[config.mk]
export PLATFORM = sky130hd
export DESIGN_NAME = seg_scan_decoder
export DESIGN_NICKNAME = d
export VERILOG_FILES = /design/src/rtl/seg_pkg.sv /design/src/rtl/seg7_to_bcd.sv /design/src/rtl/seg_scan_decoder.sv
export SDC_FILE = /design/constraint.sdc
export NUM_CORES = 1
export LEC_CHECK = 0
export CORE_MARGIN = 2
export CORE_UTILIZATION = 55
export CTS_CLUSTER_DIAMETER = 80
export DETAILED_ROUTE_END_ITERATION = 10
export MAX_ROUTING_LAYER = met4
export PLACE_DENSITY = 0.79
export SLEW_MARGIN = 0
export SYNTH_ARGS = -nofsm -noshare
export SYNTH_HDL_FRONTEND = slang
export SYNTH_SLANG_ARGS = --single-unit
[constraint.sdc]
create_clock -name clock -period 7.8 [get_ports clock]
set_input_delay 0.78 -clock clock [delete_from_list [all_inputs] [get_ports clock]]
set_output_delay 0.78 -clock clock [all_outputs]
set_load 0.005 [all_outputs]
[src/rtl/seg_pkg.sv]
// seg_pkg: shared constants and types for the seven-segment scan decoder.
//   NUM_DIGITS / AN_W : number of multiplexed digits (one anode each)
//   SEG_W / BCD_W     : cathode width and BCD nibble width
//   SEG_0..SEG_9      : legal active-high {g,f,e,d,c,b,a} patterns
//   sel_kind_e        : classification of the anode select lines
package seg_pkg;

    localparam int NUM_DIGITS = 4;
    localparam int AN_W       = NUM_DIGITS;
    localparam int SEG_W      = 7;
    localparam int BCD_W      = 4;
    localparam int IDX_W      = $clog2(NUM_DIGITS);

    localparam logic [SEG_W-1:0] SEG_0 = 7'h3F;
    localparam logic [SEG_W-1:0] SEG_1 = 7'h06;
    localparam logic [SEG_W-1:0] SEG_2 = 7'h5B;
    localparam logic [SEG_W-1:0] SEG_3 = 7'h4F;
    localparam logic [SEG_W-1:0] SEG_4 = 7'h66;
    localparam logic [SEG_W-1:0] SEG_5 = 7'h6D;
    localparam logic [SEG_W-1:0] SEG_6 = 7'h7D;
    localparam logic [SEG_W-1:0] SEG_7 = 7'h07;
    localparam logic [SEG_W-1:0] SEG_8 = 7'h7F;
    localparam logic [SEG_W-1:0] SEG_9 = 7'h6F;

    typedef enum logic [1:0] {
        SEL_BLANK = 2'd0,   // no anode low
        SEL_ONE   = 2'd1,   // exactly one anode low
        SEL_MULTI = 2'd2    // two or more anodes low
    } sel_kind_e;

endpackage

[src/rtl/seg7_to_bcd.sv]
// seg7_to_bcd: combinational decode of an active-low cathode pattern.
//   ca    in  7  active-low cathodes {g,f,e,d,c,b,a}
//   bcd   out 4  decoded digit (0 when illegal)
//   legal out 1  pattern is exactly one of the digits 0..9
module seg7_to_bcd
    import seg_pkg::*;
(
    input  logic [SEG_W-1:0] ca,
    output logic [BCD_W-1:0] bcd,
    output logic             legal
);

    logic [SEG_W-1:0] seg;

    assign seg = ~ca;

    always_comb begin
        bcd   = '0;
        legal = 1'b1;
        unique case (seg)
            SEG_0:   bcd = 4'd0;
            SEG_1:   bcd = 4'd1;
            SEG_2:   bcd = 4'd2;
            SEG_3:   bcd = 4'd3;
            SEG_4:   bcd = 4'd4;
            SEG_5:   bcd = 4'd5;
            SEG_6:   bcd = 4'd6;
            SEG_7:   bcd = 4'd7;
            SEG_8:   bcd = 4'd8;
            SEG_9:   bcd = 4'd9;
            default: legal = 1'b0;
        endcase
    end

endmodule

[src/rtl/seg_scan_decoder.sv]
// seg_scan_decoder: rebuilds the four BCD digits from a multiplexed,
// active-low seven-segment scan, with glitch filtering and health flags.
//   clock, reset       rising-edge clock, async active-high reset
//   an[3:0]            active-low anodes, an[i]=0 selects digit i
//   ca[6:0]            active-low cathodes {g,f,e,d,c,b,a}
//   digits[15:0]       {d3,d2,d1,d0} BCD
//   digit_valid[3:0]   digit i holds a legally decoded value
//   frame_done         pulse when all four digits captured since last pulse
//   bad_pattern        pulse on capture of a non-digit pattern
//   bad_select         pulse on capture with more than one anode low
//   alive              a legal capture happened within TIMEOUT_CYCLES
module seg_scan_decoder
    import seg_pkg::*;
#(
    parameter int unsigned SETTLE_CYCLES  = 4,
    parameter int unsigned TIMEOUT_CYCLES = 1_000_000
) (
    input  logic                        clock,
    input  logic                        reset,
    input  logic [AN_W-1:0]             an,
    input  logic [SEG_W-1:0]            ca,
    output logic [NUM_DIGITS*BCD_W-1:0] digits,
    output logic [NUM_DIGITS-1:0]       digit_valid,
    output logic                        frame_done,
    output logic                        bad_pattern,
    output logic                        bad_select,
    output logic                        alive
);

    localparam int CNT_W = $clog2(SETTLE_CYCLES + 1);
    localparam int TO_W  = $clog2(TIMEOUT_CYCLES + 1);
    localparam int SMP_W = AN_W + SEG_W;

    logic [SMP_W-1:0]      smp;
    logic [SMP_W-1:0]      cur;
    logic                  same;
    logic [CNT_W-1:0]      cnt;
    logic                  capture;
    logic [AN_W-1:0]       sel_an;
    logic [SEG_W-1:0]      sel_ca;
    sel_kind_e             kind;
    logic [IDX_W-1:0]      idx;
    logic [BCD_W-1:0]      dec_bcd;
    logic                  dec_legal;
    logic                  legal_cap;
    logic [NUM_DIGITS-1:0] seen;
    logic [NUM_DIGITS-1:0] seen_nxt;
    logic [TO_W-1:0]       tcnt;

    assign cur     = {an, ca};
    assign same    = (cur == smp);
    // Fires exactly once per stable window: only on the edge where the
    // saturating count steps into SETTLE_CYCLES.
    assign capture = same && (cnt == CNT_W'(SETTLE_CYCLES - 1));

    // Decode from the registered sample, which equals the live input on a
    // capture edge, so outputs never depend combinationally on an/ca.
    assign sel_an = smp[SMP_W-1:SEG_W];
    assign sel_ca = smp[SEG_W-1:0];

    seg7_to_bcd u_dec (
        .ca    (sel_ca),
        .bcd   (dec_bcd),
        .legal (dec_legal)
    );

    always_comb begin
        int n_low;
        n_low = 0;
        idx   = '0;
        kind  = SEL_MULTI;
        for (int i = 0; i < NUM_DIGITS; i++) begin
            if (!sel_an[i]) begin
                n_low = n_low + 1;
                idx   = IDX_W'(i);
            end
        end
        if (n_low == 0)
            kind = SEL_BLANK;
        else if (n_low == 1)
            kind = SEL_ONE;
    end

    assign legal_cap = capture && (kind == SEL_ONE) && dec_legal;

    always_comb begin
        seen_nxt      = seen;
        seen_nxt[idx] = 1'b1;
    end

    always_ff @(posedge clock or posedge reset) begin
        if (reset) begin
            // All-ones sample is a blank select, so a quiet bus after reset
            // settles harmlessly.
            smp         <= '1;
            cnt         <= '0;
            digits      <= '0;
            digit_valid <= '0;
            seen        <= '0;
            tcnt        <= '0;
            alive       <= 1'b0;
            frame_done  <= 1'b0;
            bad_pattern <= 1'b0;
            bad_select  <= 1'b0;
        end else begin
            smp         <= cur;
            frame_done  <= 1'b0;
            bad_pattern <= 1'b0;
            bad_select  <= 1'b0;

            if (!same)
                cnt <= '0;
            else if (cnt != CNT_W'(SETTLE_CYCLES))
                cnt <= cnt + 1'b1;

            if (legal_cap) begin
                for (int i = 0; i < NUM_DIGITS; i++)
                    if (idx == IDX_W'(i))
                        digits[i*BCD_W +: BCD_W] <= dec_bcd;
                digit_valid[idx] <= 1'b1;
                tcnt             <= '0;
                alive            <= 1'b1;
                if (&seen_nxt) begin
                    frame_done <= 1'b1;
                    seen       <= '0;
                end else begin
                    seen <= seen_nxt;
                end
            end else begin
                // Legal capture takes priority over the timeout, so the
                // timeout only runs in this branch.
                if (tcnt != TO_W'(TIMEOUT_CYCLES)) begin
                    tcnt <= tcnt + 1'b1;
                    if (tcnt == TO_W'(TIMEOUT_CYCLES - 1)) begin
                        digit_valid <= '0;
                        seen        <= '0;
                        alive       <= 1'b0;
                    end
                end
                if (capture && kind == SEL_ONE) begin
                    bad_pattern      <= 1'b1;
                    digit_valid[idx] <= 1'b0;
                end
                if (capture && kind == SEL_MULTI)
                    bad_select <= 1'b1;
            end
        end
    end

endmodule

==> metrics.txt, run 1 <==
fin nets about 350; CP endpoint kind register; largest cells by area after synthesis dfrtp_1 40%, dfstp_2 9.1%, xnor2_1 5.5%; count leader, synth dfrtp_1; switching fraction of total power 22.2%; fin. max-slew vios 0; drt pass-1 iters 4; Die Y 80.0 µm; outcome finished clean; met3 Track Usage GR 3.85%; TritonCTS clock tree yes; CP startpoint smp[8]$_DFF_PP1_; Comb pwr share 6.3%; setup TNS 0 ps; Primary FF master, synth dfrtp_1; Final HPWL DP 4400 µm; Die W ~80 µm; maximum VDD drop 0.112 mV; post-DR wirelength/cell 15.2 µm; Hold Path Class reg -> reg; fin crit share about half; Avg Cell Area, Syn 10.7 µm²; register area share after synthesis 49.2%; clock sinks 62; global-route wire length before repair 10500 µm; Area Overhead vs Synth 19.2%; max_slew headroom 39.9%; Routed WL 6240 µm; Crit Path Class reg -> reg; number of vias per cell 5.44; RSZ-0062 raised after global routing false; Final min period 3830 ps; Worst Max-Slew Pin Slew about 900 ps; Synth area leader dfrtp_1; row count 27; cts hold-fix bufs 0; antenna-violating nets left 0; CTS H-tree depth 3; Final GP Congestion 0.811; Netlist cell types between 50 and 60; Finished Cell Area between 3000 and 4000 µm²; Mapped Cells 296; DIE AREA 6410 µm²; worst r2r dst digits[10]$_DFFE_PP0P_; Final WS setup 3970 ps; setup bufs post-CTS 0; CORE AREA 5540 µm²; Final setup violation count 0; GRT Total Usage 22.2%; DRC Markers 0; EDFF count, synth 0; Initial Util between 50 and 60%; R2R cell count 10; DP Area 3570 µm²; Data required, critical path between 8000 and 9000 ps; synthesis warning total 0; Startpoint Class register; post-synthesis register bit count between 60 and 70; pre-CTS setup slack 4070 ps; share of flip-flops with an asynchronous set or reset between 90% and 100%; Diodes inserted 0; Reg power frac 49.4%; Cell Count, Final, Fillers Out between 400 and 500; PostCTS Resize Cnt 0; M2 GR Usage 33.4%; port bufs 36; top cells by count, synth 51 x dfrtp_1, 34 x nor2_1, 23 x nand2_1; syn nets 317; P_leak ~1.7 nW; layout cells sized above 1 14.5%; Final Skew 9.75 ps; Max FO, Critical Path 25; flop2flop setup slack 3970 ps; met1 GRT Util 29.9%; Worst EP arrival 4030 ps; most used routing layer met2; final hold vios 0; worst r2r src smp[8]$_DFF_PP1_; number of fillers in the final layout 427; share of the synthesized area in the top cell type 40.1%; Skew-Pair Late Insertion Delay 330 ps; multi-input logic area 1490 µm²; Int Power 0.526 mW; PwrDens 178 nW/µm²; Hold WS approximately 490 ps; CTS Buf Count 9; Root Buffer clkbuf_8; Clock Tree Buf Depth 2; pin count of the biggest net entering global routing 63; Register Area 1570 µm²; I/O pins 37; CP endpoint digits[10]$_DFFE_PP0P_; MaxCap Viol Count 0; Vias 2231; initial antenna violation count 0; Max Freq between 200 and 300 MHz; Clock transition at path regs 70 ps; Net Switching 0.150 mW; vias in the first global route 2279; initial DRC count 101; clock share of power 44.3%; Post-Syn Area 3180 µm²; post-placement cell count 394; GR Overflow Total 0
## cells in the final DEF, fill, tap and decap left out, types with 10 or more instances in the layout
master	count
clkbuf_8	13
clkdlybuf4s50_1	36
dfrtp_1	51
dfstp_2	11
inv_1	14
nand2_1	23
nand3_1	15
nand4_1	10
nor2_1	34
xnor2_1	20
xor2_1	10
## through the flow
| step | util, % | total power, mW |
|---|---|---|
| 3_3_place_gp | 64.5 | 0.380 |
| 3_5_place_dp | 64.5 | 0.382 |
| 6_report | 68.5 | 0.677 |
| 5_1_grt | 68.5 | 0.699 |
| 4_1_cts | 68.5 | 0.682 |
| 2_1_floorplan | - | 0.367 |
## logic make-up (layout without fill, tap and decap cells)
logic type	after synthesis	count (layout)	synth area share, %
AND/OR/NAND/NOR	117	117	20.3
flip-flops	62	62	49.2
AO/OA/AOI/OAI	32	32	7.36
XOR/XNOR	32	32	9.28
buffers and inverters	26	68	3.82
multiplexers	19	19	6.85
adder cells (fa/ha/maj)	8	8	3.15
## power by group through the flow
stage                     Clock (mW)  Combinational [mW]  Sequential, mW
final                          0.300              0.0426           0.334
after global routing           0.316              0.0475           0.335
after floorplan                    0              0.0320           0.335
after global placement             0              0.0410           0.340
after CTS                      0.305              0.0429           0.334
after detailed placement           0              0.0424           0.340
## metal layers
| metal | vias up | share of wire [%] |
|---|---|---|
| met5 | - | 0 |
| met4 | 0 | 1.7 |
| met3 | 12 | 3.5 |
| met2 | 57 | 46 |
| met1 | 1065 | 48 |
| li1 | 1097 | - |
## worst min path at each step
stage / to / cells after the start / slack (ps) / from
after floorplan: seen[1]$_DFFE_PP0P_ / 1 / 450 / seen[1]$_DFFE_PP0P_
after global placement: digits[6]$_DFFE_PP0P_ / 1 / 470 / digits[6]$_DFFE_PP0P_
after detailed placement: digits[6]$_DFFE_PP0P_ / 1 / 480 / digits[6]$_DFFE_PP0P_
after CTS: digits[6]$_DFFE_PP0P_ / 1 / 500 / digits[6]$_DFFE_PP0P_
after global routing: digits[6]$_DFFE_PP0P_ / 1 / 510 / digits[6]$_DFFE_PP0P_
final: digits[6]$_DFFE_PP0P_ / 1 / 490 / digits[6]$_DFFE_PP0P_
## flip-flops by register name, indices dropped and copies added, names as in the netlist
name and flops:
smp 11, digit_valid 4, bad_pattern 1, seen 4
frame_done 1, bad_select 1, cnt 3, tcnt 20
alive 1, digits 16
## critical path, stage by stage (launching register included)
cell and delay (ps):
dfstp_2 580, inv_1 70, ha_1 320, xnor2_1 350
ha_1 320, nor2_1 130, mux2i_1 120, o31ai_2 450
and4_1 880, nand2_4 150, mux2_4 340
## cell type report
type,instances,area share (%)
clock buffer,13,4.72
clock inverter,3,1.06
inverter,15,1.48
multi-input combinational,208,39.4
sequential,62,41.3
tap,72,2.38
timing repair buffer,37,9.70
(Power assumes the default switching activity.)
==> run 2, diff against run 1 <==
==> constraint.sdc (replaced) <==
create_clock -name clock -period 3.9 [get_ports clock]
set_input_delay 0.39 -clock clock [delete_from_list [all_inputs] [get_ports clock]]
set_output_delay 0.39 -clock clock [all_outputs]
set_load 0.005 [all_outputs]
==> run 2 against run 1 <==
  * Setup slack got worse by 3400 ps
  * Global-route usage grew 2.1 points
  * Via count increased by 2.4%
  * Largest power group unchanged
  * Highest routed layer unchanged
  * Maximum frequency rose by 16%
==> metrics.txt, run 2 (same netlist as run 1, synthesis figures left out) <==
number of vias per cell roughly 5.6; maximum VDD drop 0.249 mV; Skew-Pair Late Insertion Delay 340 ps; post-DR wirelength/cell 15.7 µm; Critical-path top delay cell dfstp_2; Die Y 80.0 µm; CP endpoint kind register; vias in the first global route 2372; Max FO, Critical Path 8; DRC Markers 0; CTS Buf Count 9; GR Overflow Total 0; Hold WS 490 ps; Routed WL 6440 µm; fin. max-slew vios 0; Final GP Congestion ~0.83; Reg with most FFs tcnt; max_slew headroom 44.9%; Die W between 80 and 90 µm; Final min period 3310 ps; outcome finished clean; final hold vios 0; clock sinks 62; antenna-violating nets left 0; Total Power 1.39 mW; setup bufs post-CTS 0; TritonCTS clock tree yes; Crit Path Class reg -> reg; Final Skew 7.73 ps; Worst EP arrival 3520 ps; DIE AREA 6410 µm²; initial antenna violation count 0; drt pass-1 iters 5; Final setup violation count 0; CORE AREA about 5500 µm²; biggest regs tcnt x20, digits x16, smp x11; CP max stage delay 580 ps; Worst Max-Slew Pin Slew roughly 820 ps; GRT Total Usage 24.3%; Hold Path Class reg -> reg; cts hold-fix bufs 0; PwrDens 364 nW/µm²; RSZ-0062 raised after global routing false; Clock Tree Buf Depth 2; Final HPWL DP 4450 µm; most frequent cells in the layout 51 x dfrtp_1, 36 x clkdlybuf4s50_1, 34 x nor2_1, 23 x nand2_1, 20 x xnor2_1; number of fillers in the final layout 427; Area Overhead vs Synth 19.6%; P_leak 1.67 nW; global-route wire length before repair roughly 11000 µm; Diodes inserted 0; MaxCap Viol Count 0; most used cell along the critical path ha_1; fin nets 355; pin count of the biggest net entering global routing 42; CTS H-tree depth 3; Clock transition at path regs 60 ps; layout cells sized above 1 between 10% and 20%; Data required, critical path 4120 ps; Startpoint Class register; PostCTS Resize Cnt 0; Initial Util 57.4%; port bufs 36; Vias 2285; Largest register FFs 20; commonest non-fill, non-tap cell in the layout dfrtp_1; row count 27; setup TNS 0 ps; fin crit share 84.8%; Critical Path, Cell by Cell inv_1, ha_1, xnor2_1, ha_1, nor2_1, mux2i_1, o31ai_2, nand4_4, nor2_4, mux2_1; Root Buffer clkbuf_8; initial DRC count 182; I/O pins 37; Max Freq 303 MHz
[run 2: cell types whose count changed in the layout (fill, tap and decap cells not counted)]
cell       previous run  this run
bufinv_16             1         2
buf_4                 1         2
clkbuf_8             13        11
[run 2: where the power goes]
group | total [mW] | leakage (nW) | internal [mW] | switching, mW
sequential | 0.669 | 0.793 | 0.654 | 0.0145
clock | 0.631 | 0.115 | 0.389 | 0.242
combinational | 0.0856 | 0.759 | 0.0357 | 0.0500
[run 2: final timing paths]
| kind | from | to | slack, ps | depth (start not counted) |
|---|---|---|---|---|
| max | smp[8]$_DFF_PP1_ | digits[5]$_DFFE_PP0P_ | 590 | 10 |
| min | seen[1]$_DFFE_PP0P_ | seen[1]$_DFFE_PP0P_ | 490 | 1 |
| max reg2reg | smp[8]$_DFF_PP1_ | digits[5]$_DFFE_PP0P_ | 590 | 10 |
| min reg2reg | seen[1]$_DFFE_PP0P_ | seen[1]$_DFFE_PP0P_ | 490 | 1 |
| max in group asynchronous | reset | tcnt[15]$_DFFE_PP0P_ | 2580 | 3 |
| min in group asynchronous | reset | tcnt[1]$_DFFE_PP0P_ | 530 | 2 |
[run 2: critical path, delay by kind of cell, from the launching register on]
family / cells / cell delay (ps)
muxes: 2 / 460
AOI/OAI and AO/OA: 1 / 450
buffers and inverters: 1 / 70
and+or+nand+nor: 3 / 640
adders and majority gates: 2 / 630
DFF: 1 / 580
xor gates and xnor gates: 1 / 350
[run 2: stage by stage]
step | setup slack, ps | instances | cell area, µm² | utilization (%)
after floorplan | 940 | 296 | 3180 | -
after global placement | 799 | 395 | 3580 | 64.6
after detailed placement | 622 | 395 | 3580 | 64.6
after CTS | 593 | 410 | 3800 | 68.6
after global routing | 378 | 410 | 3800 | 68.6
final | 594 | 410 | 3800 | 68.6
[run 2: routing by layer]
metal | GRT usage (%) | routed length, µm | vias up
met4 | 9.15 | 90 | 0
met1 | 32.6 | 2960 | 1103
li1 | - | - | 1102
met3 | 7.35 | 349 | 8
met5 | - | 0 | -
met2 | 34.9 | 3030 | 72
[run 2: cell type report]
type / instances / area [µm²] / area share, %
clock inverter: 4 / 70.1 / 1.84
tap: 72 / 90.1 / 2.37
multi-input combinational: 208 / 1490 / 39.3
timing repair buffer: 38 / 375 / 9.87
sequential: 62 / 1570 / 41.2
clock buffer: 11 / 151 / 3.98
inverter: 15 / 56.3 / 1.48
==> run 3, diff against run 2 <==
==> constraint.sdc (replaced) <==
create_clock -name clock -period 3.4 [get_ports clock]
set_input_delay 0.34 -clock clock [delete_from_list [all_inputs] [get_ports clock]]
set_output_delay 0.34 -clock clock [all_outputs]
set_load 0.005 [all_outputs]
==> run 3 against run 2 <==
  * Count of clock-buffer cells in the layout decreased by 1
  * Clock skew up 0.55 ps
  * Via count fell by 0.31%
  * Critical endpoint is now digits[2]$_DFFE_PP0P_
  * Largest cell class unchanged
  * Largest power group unchanged
  * Highest routed layer unchanged
==> metrics.txt, run 3 (same netlist as run 1, synthesis figures left out) <==
flop2flop setup slack 300 ps; Crit Path Class reg -> reg; initial DRC count roughly 130; drt pass-1 iters 4; Diodes inserted 0; most frequent cells in the layout 51 x dfrtp_1, 36 x clkdlybuf4s50_1, 34 x nor2_1, 23 x nand2_1, 19 x xnor2_1; GR Overflow Total 0; fin nets about 360; CP endpoint digits[2]$_DFFE_PP0P_; Root Buffer clkbuf_8; PwrDens about 370 nW/µm²; Final GP Congestion around 0.87; fin. max-slew vios 0; DIE AREA about 6400 µm²; Startpoint Class register; Initial Util 57.4%; biggest regs tcnt x20, digits x16, smp x11; Max Freq 322 MHz; Area Overhead vs Synth 18.8%; CP endpoint kind register; Clock transition at path regs approximately 70 ps; setup bufs post-CTS 0; post-DR wirelength/cell 15.1 µm; Die Y 80.0 µm; Final Skew 8.28 ps; DRC Markers 0; layout cells sized above 1 15.2%; CORE AREA about 5500 µm²; number of fillers in the final layout 407; antenna-violating nets left 0; GRT Total Usage 22.2%; CP startpoint smp[8]$_DFF_PP1_; Final HPWL DP 4500 µm; clock sinks 62; Hold WS ~460 ps; port bufs 36; MaxCap Viol Count 0; fin crit share 91.3%; Hold Path Class in -> reg; worst r2r src smp[8]$_DFF_PP1_; Cell Count, Final, Fillers Out 413; max_slew headroom 30.9%; Worst EP arrival 3320 ps; Largest register FFs 20; number of vias per cell between 5 and 6; utilization after layout 68.2%; Skew-Pair Late Insertion Delay 330 ps; I/O pins 37; worst r2r dst digits[2]$_DFFE_PP0P_; global-route wire length before repair ~11000 µm; P_leak 1.65 nW; TritonCTS clock tree yes; Hold Path Depth 1; final hold vios 0; Max FO, Critical Path 8; vias in the first global route 2236; commonest non-fill, non-tap cell in the layout dfrtp_1; CTS H-tree depth 3; initial antenna violation count 0; RSZ-0062 raised after global routing false; maximum VDD drop 0.247 mV; Clock Tree Buf Depth 2; row count 27; Total Power 1.42 mW; Final setup violation count 0; Reg with most FFs tcnt; Vias 2278; CTS Buf Count 9; setup TNS 0 ps; Die W 80.0 µm; pin count of the biggest net entering global routing 53; post-placement cell count 397; outcome finished clean; Worst Max-Slew Pin Slew 1040 ps; Data required, critical path ~3600 ps; Routed WL approximately 6200 µm; Final min period 3100 ps; R2R cell count 10
run 3: how the worst min path moves through the flow:
| stage | from | to | slack [ps] |
|---|---|---|---|
| 6_report | ca[0] | smp[0]$_DFF_PP1_ | 460 |
| 5_1_grt | an[1] | smp[8]$_DFF_PP1_ | 460 |
| 4_1_cts | ca[0] | smp[0]$_DFF_PP1_ | 450 |
| 2_1_floorplan | ca[0] | smp[0]$_DFF_PP1_ | 340 |
| 3_5_place_dp | seen[1]$_DFFE_PP0P_ | seen[1]$_DFFE_PP0P_ | 470 |
| 3_3_place_gp | seen[1]$_DFFE_PP0P_ | seen[1]$_DFFE_PP0P_ | 470 |
run 3: critical path, cell delays in order, from the launching register on:
cell,delay (ps)
dfstp_2,580
inv_1,70
ha_1,340
xnor2_2,290
ha_1,300
nor2b_1,120
mux2i_1,140
o31ai_4,320
nand4_4,240
nor2_4,240
mux2_1,340
run 3: power by group:
part	total, mW	internal, mW	switching [mW]
logic	0.103	0.0439	0.0591
registers	0.767	0.750	0.0166
clock network	0.547	0.261	0.285
total	1.42	1.06	0.361
run 3: area by class of cell:
| type | instances | area (µm²) | share of cell area (%) |
|---|---|---|---|
| repair buffers | 40 | 390 | 10.3 |
| clock inverters | 6 | 38.8 | 1.03 |
| inverters | 15 | 56.3 | 1.49 |
| clock buffers | 10 | 128 | 3.38 |
| well taps | 72 | 90.1 | 2.38 |
| multi-input cells | 208 | 1510 | 40.0 |
| flip-flops and latches | 62 | 1570 | 41.4 |
run 3: per-layer routing:
| metal | routed length, µm | GRT usage [%] | share of wire, % | vias up |
|---|---|---|---|---|
| met2 | 2940 | 33.3 | 47 | 51 |
| li1 | - | - | - | 1102 |
| met1 | 2990 | 30.1 | 48 | 1116 |
| met3 | 212 | 4.07 | 3.4 | 9 |
| met5 | 0 | - | 0 | - |
| met4 | 80 | 8.98 | 1.3 | 0 |
run 3: metrics by stage:
stage / setup WS (ps) / area, µm²
global route: 106 / 3780
detailed placement: 158 / 3600
finish: 297 / 3780
CTS: 127 / 3760
floorplan: 440 / 3180
global placement: 294 / 3600
run 3: what timing repair did:
item,4_1_cts,5_1_grt
hold buffers,0,0
gates resized for setup,0,2
setup endpoints to repair,0,16
